`src/rtl/uart_tx.sv`:
```
// UART transmitter: configurable 5..8 data bits, optional parity, 1/2 stop bits.
// Frame configuration is captured at accept and held until the frame ends.
module uart_tx #(
    parameter int CNT_W = 32
) (
    input  logic             clk,
    input  logic             rst,
    input  logic [CNT_W-1:0] baud_count,
    input  logic [3:0]       data_bits,
    input  logic             parity_en,
    input  logic             odd_parity,
    input  logic             two_stop,
    input  logic [7:0]       tx_data,
    input  logic             tx_data_valid,
    output logic             tx_data_ready,
    output logic             tx,
    output logic             tx_busy,
    output logic             tx_done
);

    typedef enum logic [2:0] {
        IDLE,
        START,
        DATA,
        PARITY,
        STOP
    } state_t;

    state_t           state, state_n;
    logic [CNT_W-1:0] cnt, cnt_n;
    logic [CNT_W-1:0] period_q, period_n;
    logic [2:0]       bit_idx, bit_idx_n;
    logic             stop_idx, stop_idx_n;
    logic [7:0]       sh, sh_n;
    logic [7:0]       data_q, data_n;
    logic [3:0]       nbits_q, nbits_n;
    logic             par_en_q, par_en_n;
    logic             odd_q, odd_n;
    logic             two_q, two_n;
    logic             tx_q, tx_n;

    logic [3:0]       nb_in;
    logic [7:0]       mask;
    logic [CNT_W-1:0] period_in;
    logic             last_period;
    logic             last_bit;
    logic             par_bit;

    assign nb_in       = (data_bits >= 4'd5 && data_bits <= 4'd8) ? data_bits : 4'd8;
    assign mask        = 8'hFF >> (4'd8 - nb_in);
    assign period_in   = (baud_count == '0) ? CNT_W'(1) : baud_count;
    assign last_period = (cnt == CNT_W'(1));
    assign last_bit    = ({1'b0, bit_idx} == nbits_q - 4'd1);
    // data_q holds only the bits actually sent, so a full reduction is correct
    assign par_bit     = (^data_q) ^ odd_q;

    assign tx_data_ready = (state == IDLE) && !rst;
    assign tx_busy       = (state != IDLE);
    assign tx_done       = (state == STOP) && last_period && (!two_q || stop_idx);
    assign tx            = tx_q;

    always_comb begin
        state_n    = state;
        cnt_n      = cnt;
        period_n   = period_q;
        bit_idx_n  = bit_idx;
        stop_idx_n = stop_idx;
        sh_n       = sh;
        data_n     = data_q;
        nbits_n    = nbits_q;
        par_en_n   = par_en_q;
        odd_n      = odd_q;
        two_n      = two_q;
        tx_n       = tx_q;
        unique case (state)
            IDLE: begin
                tx_n = 1'b1;
                if (tx_data_valid) begin
                    state_n    = START;
                    cnt_n      = period_in;
                    period_n   = period_in;
                    bit_idx_n  = 3'd0;
                    stop_idx_n = 1'b0;
                    sh_n       = tx_data & mask;
                    data_n     = tx_data & mask;
                    nbits_n    = nb_in;
                    par_en_n   = parity_en;
                    odd_n      = odd_parity;
                    two_n      = two_stop;
                    tx_n       = 1'b0;
                end
            end
            START: begin
                if (last_period) begin
                    state_n = DATA;
                    cnt_n   = period_q;
                    tx_n    = sh[0];
                end else begin
                    cnt_n = cnt - CNT_W'(1);
                end
            end
            DATA: begin
                if (last_period) begin
                    cnt_n = period_q;
                    if (last_bit) begin
                        if (par_en_q) begin
                            state_n = PARITY;
                            tx_n    = par_bit;
                        end else begin
                            state_n = STOP;
                            tx_n    = 1'b1;
                        end
                    end else begin
                        bit_idx_n = bit_idx + 3'd1;
                        sh_n      = sh >> 1;
                        tx_n      = sh[1];
                    end
                end else begin
                    cnt_n = cnt - CNT_W'(1);
                end
            end
            PARITY: begin
                if (last_period) begin
                    state_n = STOP;
                    cnt_n   = period_q;
                    tx_n    = 1'b1;
                end else begin
                    cnt_n = cnt - CNT_W'(1);
                end
            end
            STOP: begin
                tx_n = 1'b1;
                if (last_period) begin
                    if (two_q && !stop_idx) begin
                        stop_idx_n = 1'b1;
                        cnt_n      = period_q;
                    end else begin
                        state_n = IDLE;
                        cnt_n   = '0;
                    end
                end else begin
                    cnt_n = cnt - CNT_W'(1);
                end
            end
            default: begin
                state_n = IDLE;
                tx_n    = 1'b1;
            end
        endcase
    end

    always_ff @(posedge clk) begin
        if (rst) begin
            state    <= IDLE;
            cnt      <= '0;
            period_q <= '0;
            bit_idx  <= 3'd0;
            stop_idx <= 1'b0;
            sh       <= 8'd0;
            data_q   <= 8'd0;
            nbits_q  <= 4'd0;
            par_en_q <= 1'b0;
            odd_q    <= 1'b0;
            two_q    <= 1'b0;
            tx_q     <= 1'b1;
        end else begin
            state    <= state_n;
            cnt      <= cnt_n;
            period_q <= period_n;
            bit_idx  <= bit_idx_n;
            stop_idx <= stop_idx_n;
            sh       <= sh_n;
            data_q   <= data_n;
            nbits_q  <= nbits_n;
            par_en_q <= par_en_n;
            odd_q    <= odd_n;
            two_q    <= two_n;
            tx_q     <= tx_n;
        end
    end

endmodule

```
`config.mk`:
```
export PLATFORM = sky130hd
export DESIGN_NAME = uart_tx
export DESIGN_NICKNAME = d
export VERILOG_FILES = /design/src/rtl/uart_tx.sv
export SDC_FILE = /design/constraint.sdc
export NUM_CORES = 1
export LEC_CHECK = 0
export CAP_MARGIN = 20
export CORE_UTILIZATION = 45
export DETAILED_ROUTE_END_ITERATION = 16
export GPL_TIMING_DRIVEN = 0
export PLACE_DENSITY_LB_ADDON = 0.05
export SETUP_SLACK_MARGIN = 0.4
export SKIP_LAST_GASP = 1
export SLEW_MARGIN = 40
export SYNTH_ARGS = -nofsm -noshare
export SYNTH_HDL_FRONTEND = slang
export SYNTH_SLANG_ARGS = --single-unit
export TNS_END_PERCENT = 30
```
`constraint.sdc`:
```
create_clock -name clk -period 4.87 [get_ports clk]
set_clock_uncertainty 0.2 [all_clocks]
set_input_delay 0.974 -clock clk [delete_from_list [all_inputs] [get_ports clk]]
set_output_delay 0.974 -clock clk [all_outputs]
set_load 0.005 [all_outputs]
```
==> metrics.txt, run 1 <==
# TYPE chip_impl_metric gauge
chip_impl_metric{name="yosys_warnings",unit=""} 0
chip_impl_metric{name="clk_pin_slew",unit="ps"} 70
chip_impl_metric{name="hold_viol",unit=""} 0
chip_impl_metric{name="postCtsSetupRepairBufs",unit=""} 0
chip_impl_metric{name="synth_nets",unit=""} 743
chip_impl_info{name="critical-path-slowest-cell",value="sky130_fd_sc_hd__or4_1"} 1
chip_impl_metric{name="synth_cell_type_count",unit=""} 71
chip_impl_metric{name="cp.arrival",unit="ps"} 3110
chip_impl_metric{name="max_clock_freq",unit="MHz"} 234
chip_impl_metric{name="synthesis.area",unit="mm²"} 0.00524
chip_impl_metric{name="die-area",unit="mm²"} 0.0121
chip_impl_metric{name="cts_made_buffers",unit=""} 9
chip_impl_metric{name="vdd.ir_drop.worst",unit="mV"} 0.283
chip_impl_metric{name="share_seq_of_total_power",unit=""} 0.303
chip_impl_metric{name="worstHoldPathCells",unit=""} 2
chip_impl_metric{name="core",unit="mm²"} 0.0114
chip_impl_info{name="final_common_cell",value="sky130_fd_sc_hd__nand2_1"} 1
chip_impl_metric{name="swShare",unit=""} 0.462
chip_impl_metric{name="floorplan.die.height",unit="µm"} 110
chip_impl_metric{name="antenna_cells",unit=""} 0
chip_impl_info{name="rsz0062_at_grt",value="no"} 1
chip_impl_metric{name="layout.cell_area.non_filler",unit="mm²"} 0.00632
chip_impl_metric{name="firstDrtPassIters",unit=""} 5
chip_impl_metric{name="detail_route.drc_violations",unit=""} 0
chip_impl_metric{name="fin_nets",unit=""} 807
chip_impl_info{name="cts_tree",value="done"} 1
chip_impl_metric{name="final_util",unit=""} 0.556
chip_impl_metric{name="htree_num_levels",unit=""} 3
chip_impl_metric{name="cellPowerDensity",unit="mW/mm²"} 670
chip_impl_metric{name="combPwrFrac",unit=""} 0.500
chip_impl_metric{name="max-cap-violations",unit=""} 0
chip_impl_info{name="critical_path.startpoint_type",value="register"} 1
chip_impl_metric{name="postSynthAreaPerCell",unit="µm²"} 7.63
chip_impl_info{name="cts_root_buf",value="sky130_fd_sc_hd__clkbuf_16"} 1
chip_impl_metric{name="power.static_leakage",unit="nW"} 2.24
chip_impl_metric{name="gp_congestion",unit=""} 0.887
chip_impl_metric{name="grt_util_all_layers",unit=""} 0.316
chip_impl_info{name="hold_class",value="reg2reg"} 1
chip_impl_metric{name="clkPwrFrac",unit=""} 0.197
chip_impl_metric{name="p_int",unit="W"} 0.00228
chip_impl_metric{name="place_area",unit="mm²"} 0.00597
chip_impl_info{name="r2r-end",value="cnt[5]$_SDFFE_PP0P_"} 1
chip_impl_info{name="top_area_cells_in_the_synthesized_netlist",value="sky130_fd_sc_hd__dfxtp_1, sky130_fd_sc_hd__nand2_1, sky130_fd_sc_hd__a21oi_1"} 1
chip_impl_metric{name="detailedPlacementHpwl",unit="µm"} 13300
chip_impl_metric{name="layout-drive-gt1-share",unit=""} 0.0676
chip_impl_metric{name="final_period_minus_worst_setup_slack",unit="ps"} 4280
chip_impl_metric{name="synth_largest_type_area_fraction",unit=""} 0.363
chip_impl_metric{name="r2r_cells",unit=""} 8
chip_impl_info{name="setup.worst_path.end_class",value="output port"} 1
chip_impl_metric{name="cts_buffer_depth",unit=""} 2
chip_impl_metric{name="yosys_register_bits",unit=""} 95
chip_impl_metric{name="average_wire_per_cell_in_the_routed_design",unit="µm"} 20.5
chip_impl_metric{name="vias_per_cell",unit=""} 6.16
chip_impl_metric{name="relSlewSlack",unit=""} 0.441
chip_impl_metric{name="layout-area-overhead-vs-synth",unit="%"} 20.7
chip_impl_metric{name="setup_ws",unit="ps"} 589
chip_impl_info{name="synth-main-ff-cell",value="sky130_fd_sc_hd__dfxtp_1"} 1
chip_impl_metric{name="ant_nets",unit=""} 0
chip_impl_info{name="path_class",value="reg2out"} 1
chip_impl_metric{name="placementRows",unit=""} 39
chip_impl_metric{name="post_cts_hold_buffer_count",unit=""} 0
chip_impl_metric{name="final.setup.tns",unit="ps"} 0
chip_impl_metric{name="drv_slew",unit=""} 0
chip_impl_metric{name="first_global_vias",unit=""} 5081
chip_impl_metric{name="initial_core_utilization",unit=""} 0.461
chip_impl_metric{name="critical-path-max-stage-delay",unit="ps"} 690
chip_impl_metric{name="routed_wl",unit="µm"} 18400
chip_impl_metric{name="pre_cts_ws",unit="ps"} 610
chip_impl_metric{name="crit_path_max_fanout",unit=""} 8
chip_impl_info{name="crit_path_cell_trace",value="ha_1 -> nor4b_2 -> nand2_1 -> or4_1 -> nor3b_1 -> clkdlybuf4s50_1"} 1
chip_impl_metric{name="timing.final.crit_share",unit=""} 0.879
chip_impl_info{name="outcome",value="finished clean"} 1
chip_impl_metric{name="timing_worst_slew_pin_value",unit="ps"} 838
chip_impl_info{name="timing.hold.worst.start",value="stop_idx$_SDFFE_PP0P_"} 1
chip_impl_metric{name="syn-instance-count",unit=""} 686
chip_impl_info{name="layout_common_cells",value="sky130_fd_sc_hd__nand2_1, sky130_fd_sc_hd__dfxtp_1, sky130_fd_sc_hd__a21oi_1, sky130_fd_sc_hd__clkdlybuf4s50_1, sky130_fd_sc_hd__nor2_1"} 1
chip_impl_metric{name="vias",unit=""} 5529
chip_impl_metric{name="antenna_found_initial",unit=""} 0
chip_impl_metric{name="num_io_pins",unit=""} 54
chip_impl_metric{name="setup_violations",unit=""} 0
chip_impl_metric{name="drt-initial-drc-count",unit=""} 551
chip_impl_metric{name="reg2reg_setup_slack",unit="ps"} 1750
chip_impl_metric{name="maximum_number_of_pins_on_one_net_before_global_route_repair",unit=""} 16
chip_impl_metric{name="synth-seq-area-share",unit=""} 0.363
chip_impl_metric{name="worstPathRequired",unit="ps"} 3700
chip_impl_metric{name="io_buffer_count",unit=""} 53
chip_impl_info{name="synth.largest_area_cell",value="sky130_fd_sc_hd__dfxtp_1"} 1
chip_impl_info{name="r2r_start",value="cnt[0]$_SDFFE_PP0P_"} 1
chip_impl_metric{name="globalRoute.totalOverflow",unit=""} 0
chip_impl_metric{name="cts-resized-gates",unit=""} 0
chip_impl_metric{name="layout.filler_cells",unit=""} 1109
chip_impl_metric{name="async_reset_ff_frac",unit=""} 0
chip_impl_info{name="worst_hold_path.endpoint",value="stop_idx$_SDFFE_PP0P_"} 1
chip_impl_metric{name="floorplan.die.width",unit="µm"} 110
chip_impl_metric{name="clock_insertion_delay_worst_skew",unit="ps"} 360
chip_impl_metric{name="numClockSinks",unit=""} 95
chip_impl_metric{name="net-switching-power",unit="W"} 0.00196
chip_impl_metric{name="post_synth_edffs",unit=""} 0
chip_impl_metric{name="global_route_wire_length_before_repair",unit="µm"} 27800
==> sequential cells by signal (all words and copies together), names as in the netlist <==
signal    count
cnt          32
period_q     32
data_q        8
sh            8
nbits_q       4
bit_idx       3
state         3
odd_q         1
par_en_q      1
stop_idx      1
two_q         1
tx            1
==> cell type report <==
class | count | area, µm² | area share
clock buffer | 10 | 239 | 0.0378
sequential | 95 | 1900 | 0.301
clock inverter | 5 | 106 | 0.0168
multi-input combinational | 532 | 3120 | 0.494
tap | 143 | 179 | 0.0283
inverter | 12 | 45.0 | 0.00713
buffer | 47 | 199 | 0.0315
timing repair buffer | 53 | 531 | 0.0839
==> worst max-delay path: cells and delay by family, from the launching register on <==
kind,cells,cell delay [ps]
AND/OR/NAND/NOR,4,1520
adder cells (fa/ha/maj),1,190
flip-flops,1,500
buffers and inverters,1,530
==> logic make-up after synthesis <==
logic type,count (synthesis),synth area share
muxes,3,0.00597
adders and majority gates,7,0.0167
buffers and inverters,59,0.0466
DFF,95,0.363
and+or+nand+nor,297,0.293
AOI/OAI and AO/OA,206,0.243
xor gates and xnor gates,19,0.0318
==> power groups by stage <==
| stage | registers [W] | logic [W] | clock network, W |
|---|---|---|---|
| final | 0.00128 | 0.00212 | 0.000836 |
| after global routing | 0.00132 | 0.00230 | 0.000864 |
| after CTS | 0.00127 | 0.00208 | 0.000841 |
| after detailed placement | 0.00129 | 0.00207 | 0 |
| after global placement | 0.00127 | 0.00203 | 0 |
| after floorplan | 0.00122 | 0.00143 | 0 |
==> stage by stage <==
step | std cells | hold WS, ps | total power (W)
after global placement | 882 | 235 | 0.00331
final | 897 | 250 | 0.00424
after detailed placement | 882 | 243 | 0.00335
after global routing | 897 | 268 | 0.00448
after CTS | 897 | 252 | 0.00419
after floorplan | 686 | 227 | 0.00265
==> routing by layer <==
| layer | vias up | track usage | wire (µm) |
|---|---|---|---|
| met3 | 39 | 0.0510 | 1300 |
| met1 | 2641 | 0.394 | 7860 |
| li1 | 2636 | - | - |
| met5 | - | 0 | 0 |
| met2 | 213 | 0.528 | 8640 |
| met4 | 0 | 0.149 | 616 |
==> synth_stat cells, drive strengths merged, types with 10 or more instances <==
cell / n
nor4: 24
inv: 12
o21ai: 50
clkbuf: 33
nor3: 13
nor2: 49
dfxtp: 95
buf: 14
nand3: 25
a211oi: 11
a31oi: 12
xnor2: 10
nand2: 122
a21oi: 80
nand4: 15
==> worst max path at each step <==
stage / startpoint / endpoint / slack (ps) / cells past startpoint
final: cnt[0]$_SDFFE_PP0P_ / tx_done / 590 / 6
after global routing: cnt[0]$_SDFFE_PP0P_ / tx_done / 470 / 6
after CTS: rst / tx_data_ready / 590 / 5
after detailed placement: rst / tx_data_ready / 610 / 5
after global placement: rst / tx_data_ready / 580 / 5
after floorplan: cnt[0]$_SDFFE_PP0P_ / tx_done / 1900 / 5
Power figures use the tool's default switching activity.
==> inputs of run 2 (changes only) <==
ABC_AREA = 1   (was default)
CAP_MARGIN = 10   (was 20)
PLACE_DENSITY = 0.65   (was default)
PLACE_DENSITY_LB_ADDON = default   (was 0.05)
==> metrics.txt, run 2 <==
# TYPE chip_impl_metric gauge
chip_impl_metric{name="max-cap-violations",unit=""} 0
chip_impl_metric{name="crit_path_max_fanout",unit=""} 5
chip_impl_metric{name="multi_input_comb_area",unit="mm²"} 0.00324
chip_impl_metric{name="initial_core_utilization",unit=""} 0.469
chip_impl_metric{name="worstHoldPathCells",unit=""} 2
chip_impl_metric{name="layout.filler_cells",unit=""} 1302
chip_impl_metric{name="async_reset_ff_frac",unit=""} 0
chip_impl_metric{name="routed_wl",unit="µm"} 18100
chip_impl_metric{name="place_inst",unit=""} 1148
chip_impl_metric{name="vdd.ir_drop.worst",unit="mV"} 0.322
chip_impl_metric{name="placementRows",unit=""} 40
chip_impl_info{name="cts_root_buf",value="sky130_fd_sc_hd__clkbuf_16"} 1
chip_impl_metric{name="vias",unit=""} 6063
chip_impl_info{name="path_class",value="reg2out"} 1
chip_impl_metric{name="htree_num_levels",unit=""} 3
chip_impl_metric{name="detail_route.drc_violations",unit=""} 0
chip_impl_metric{name="cellPowerDensity",unit="mW/mm²"} 604
chip_impl_info{name="setup.worst_path.end_class",value="output port"} 1
chip_impl_metric{name="io_buffer_count",unit=""} 52
chip_impl_metric{name="core",unit="mm²"} 0.0122
chip_impl_metric{name="global_route_wire_length_before_repair",unit="µm"} 28700
chip_impl_metric{name="average_wire_per_cell_in_the_routed_design",unit="µm"} 15.6
chip_impl_info{name="final_common_cell",value="sky130_fd_sc_hd__nand2_1"} 1
chip_impl_info{name="post-synth-top-count-cell",value="sky130_fd_sc_hd__nand2_1"} 1
chip_impl_metric{name="final-instance-count-excl-fill",unit=""} 1164
chip_impl_metric{name="detailedPlacementHpwl",unit="µm"} 14000
chip_impl_metric{name="clock_insertion_delay_worst_skew",unit="ps"} 360
chip_impl_metric{name="postSynthAreaPerCell",unit="µm²"} 6.17
chip_impl_metric{name="ant_nets",unit=""} 0
chip_impl_info{name="synth-main-ff-cell",value="sky130_fd_sc_hd__dfxtp_1"} 1
chip_impl_metric{name="power.static_leakage",unit="nW"} 3.08
chip_impl_info{name="timing.hold.worst.start",value="sh[2]$_SDFFE_PP0P_"} 1
chip_impl_metric{name="layout-area-overhead-vs-synth",unit="%"} 18.3
chip_impl_metric{name="floorplan.die.width",unit="µm"} 115
chip_impl_metric{name="syn-instance-count",unit=""} 928
chip_impl_metric{name="antenna_found_initial",unit=""} 0
chip_impl_metric{name="drt-initial-drc-count",unit=""} 503
chip_impl_metric{name="layout-drive-gt1-share",unit=""} 0.0592
chip_impl_metric{name="synth_largest_type_area_fraction",unit=""} 0.332
chip_impl_metric{name="vias_per_cell",unit=""} 5.21
chip_impl_metric{name="critical-path-max-stage-delay",unit="ps"} 550
chip_impl_info{name="layout_common_cells",value="sky130_fd_sc_hd__nand2_1, sky130_fd_sc_hd__nor2_1, sky130_fd_sc_hd__o21ai_0, sky130_fd_sc_hd__inv_1, sky130_fd_sc_hd__dfxtp_1"} 1
chip_impl_info{name="top_area_cells_in_the_synthesized_netlist",value="sky130_fd_sc_hd__dfxtp_1, sky130_fd_sc_hd__nand2_1, sky130_fd_sc_hd__nor2_1"} 1
chip_impl_metric{name="r2r_cells",unit=""} 11
chip_impl_metric{name="synth-seq-area-share",unit=""} 0.332
chip_impl_metric{name="synth_nets",unit=""} 985
chip_impl_info{name="cts_tree",value="done"} 1
chip_impl_metric{name="cts_made_buffers",unit=""} 9
chip_impl_metric{name="final_period_minus_worst_setup_slack",unit="ps"} 3670
chip_impl_metric{name="maximum_number_of_pins_on_one_net_before_global_route_repair",unit=""} 17
chip_impl_metric{name="hold_viol",unit=""} 0
chip_impl_metric{name="first_global_vias",unit=""} 5563
chip_impl_metric{name="num_io_pins",unit=""} 54
chip_impl_metric{name="cts_buffer_depth",unit=""} 2
chip_impl_info{name="critical_path.startpoint_type",value="register"} 1
chip_impl_metric{name="reg2reg_setup_slack",unit="ps"} 2590
chip_impl_metric{name="ff_latch_area",unit="mm²"} 0.00190
chip_impl_metric{name="relSlewSlack",unit=""} 0.425
chip_impl_metric{name="synth_cell_type_count",unit=""} 35
chip_impl_metric{name="antenna_cells",unit=""} 0
chip_impl_metric{name="grt_util_all_layers",unit=""} 0.289
chip_impl_info{name="top_regs",value="cnt x32, period_q x32"} 1
chip_impl_metric{name="worstPathRequired",unit="ps"} 3700
chip_impl_metric{name="synthesis.area",unit="mm²"} 0.00572
chip_impl_metric{name="cp.arrival",unit="ps"} 2500
chip_impl_metric{name="timing_worst_slew_pin_value",unit="ps"} 863
chip_impl_metric{name="yosys_register_bits",unit=""} 95
chip_impl_metric{name="post_synth_edffs",unit=""} 0
chip_impl_info{name="synth.largest_area_cell",value="sky130_fd_sc_hd__dfxtp_1"} 1
chip_impl_info{name="critical-path-slowest-cell",value="sky130_fd_sc_hd__clkdlybuf4s50_1"} 1
chip_impl_info{name="crit_path_cell_trace",value="nor2_1 -> nand2_2 -> nor2_2 -> nand2_1 -> nor2_1 -> nand2_2 -> nor3_1 -> clkdlybuf4s50_1"} 1
chip_impl_info{name="hold_class",value="reg2reg"} 1
chip_impl_metric{name="post_cts_hold_buffer_count",unit=""} 0
chip_impl_metric{name="clk_pin_slew",unit="ps"} 70
chip_impl_metric{name="globalRoute.totalOverflow",unit=""} 0
chip_impl_metric{name="cts-resized-gates",unit=""} 0
chip_impl_metric{name="timing.final.crit_share",unit=""} 0.754
chip_impl_metric{name="setup_violations",unit=""} 0
chip_impl_info{name="r2r_start",value="cnt[8]$_SDFFE_PP0P_"} 1
chip_impl_info{name="synth.cells.most_frequent",value="sky130_fd_sc_hd__nand2_1, sky130_fd_sc_hd__nor2_1, sky130_fd_sc_hd__o21ai_0"} 1
chip_impl_metric{name="fin_nets",unit=""} 1048
chip_impl_metric{name="gp_congestion",unit=""} 0.907
chip_impl_info{name="r2r-end",value="sh[7]$_SDFFE_PP0P_"} 1
chip_impl_metric{name="postCtsSetupRepairBufs",unit=""} 0
chip_impl_info{name="rsz0062_at_grt",value="no"} 1
chip_impl_info{name="worst_hold_path.endpoint",value="sh[2]$_SDFFE_PP0P_"} 1
chip_impl_metric{name="final.setup.tns",unit="ps"} 0
chip_impl_metric{name="yosys_warnings",unit=""} 0
chip_impl_metric{name="floorplan.die.height",unit="µm"} 115
chip_impl_metric{name="firstDrtPassIters",unit=""} 5
chip_impl_metric{name="die-area",unit="mm²"} 0.0132
chip_impl_metric{name="max_clock_freq",unit="MHz"} 272
chip_impl_info{name="outcome",value="finished clean"} 1
chip_impl_metric{name="numClockSinks",unit=""} 95
chip_impl_metric{name="drv_slew",unit=""} 0
[run 2: final cells by class]
type	count	share of cell area
multi-input combinational	691	0.479
sequential	95	0.281
timing repair buffer	52	0.0769
inverter	106	0.0592
clock buffer	11	0.0374
tap	168	0.0311
buffer	36	0.0264
clock inverter	5	0.00906
[run 2: logic make-up (layout without fill, tap and decap cells)]
kind of cell / count (synthesis) / count (layout) / share of synthesized area
fa+ha+maj: 7 / 7 / 0.0153
compound gates: 178 / 178 / 0.161
simple gates: 485 / 485 / 0.358
flops: 95 / 95 / 0.332
xor+xnor: 21 / 21 / 0.0321
buf+inv: 142 / 210 / 0.101
[run 2: report_power, final]
group	total [W]	internal (W)	switching [W]
registers	0.00126	0.00104	0.000217
clock network	0.000762	0.000431	0.000330
logic	0.00207	0.000697	0.00137
[run 2: worst max-delay path by stage]
stage,cells after the start,startpoint,endpoint
2_1_floorplan,3,rst,tx_data_ready
3_3_place_gp,4,rst,tx_data_ready
3_5_place_dp,4,rst,tx_data_ready
4_1_cts,8,cnt[24]$_SDFFE_PP0P_,tx_done
5_1_grt,8,cnt[28]$_SDFFE_PP0P_,tx_done
6_report,8,cnt[24]$_SDFFE_PP0P_,tx_done
[run 2: worst max-delay path: cells and delay by family (launching register included)]
family / cells / cell delay, ps
simple gates: 7 / 1250
buf+inv: 1 / 550
flops: 1 / 350
[run 2: per-stage QoR]
step | power [W] | area, µm² | hold WS (ps) | worst slack [ps] | utilization
after floorplan | 0.00271 | 5720 | 240 | 2150 | -
after detailed placement | 0.00329 | 6450 | 256 | 1370 | 0.528
final | 0.00409 | 6770 | 261 | 1200 | 0.554
after CTS | 0.00407 | 6770 | 267 | 1210 | 0.554
after global placement | 0.00328 | 6450 | 250 | 1370 | 0.528
after global routing | 0.00440 | 6770 | 275 | 1060 | 0.554
[run 2: layer usage]
layer,up-vias,routed length (µm),GRT usage
met5,-,0,0
met2,180,8770,0.509
met4,0,333,0.0788
li1,3080,-,-
met1,2775,7870,0.355
met3,28,1140,0.0638
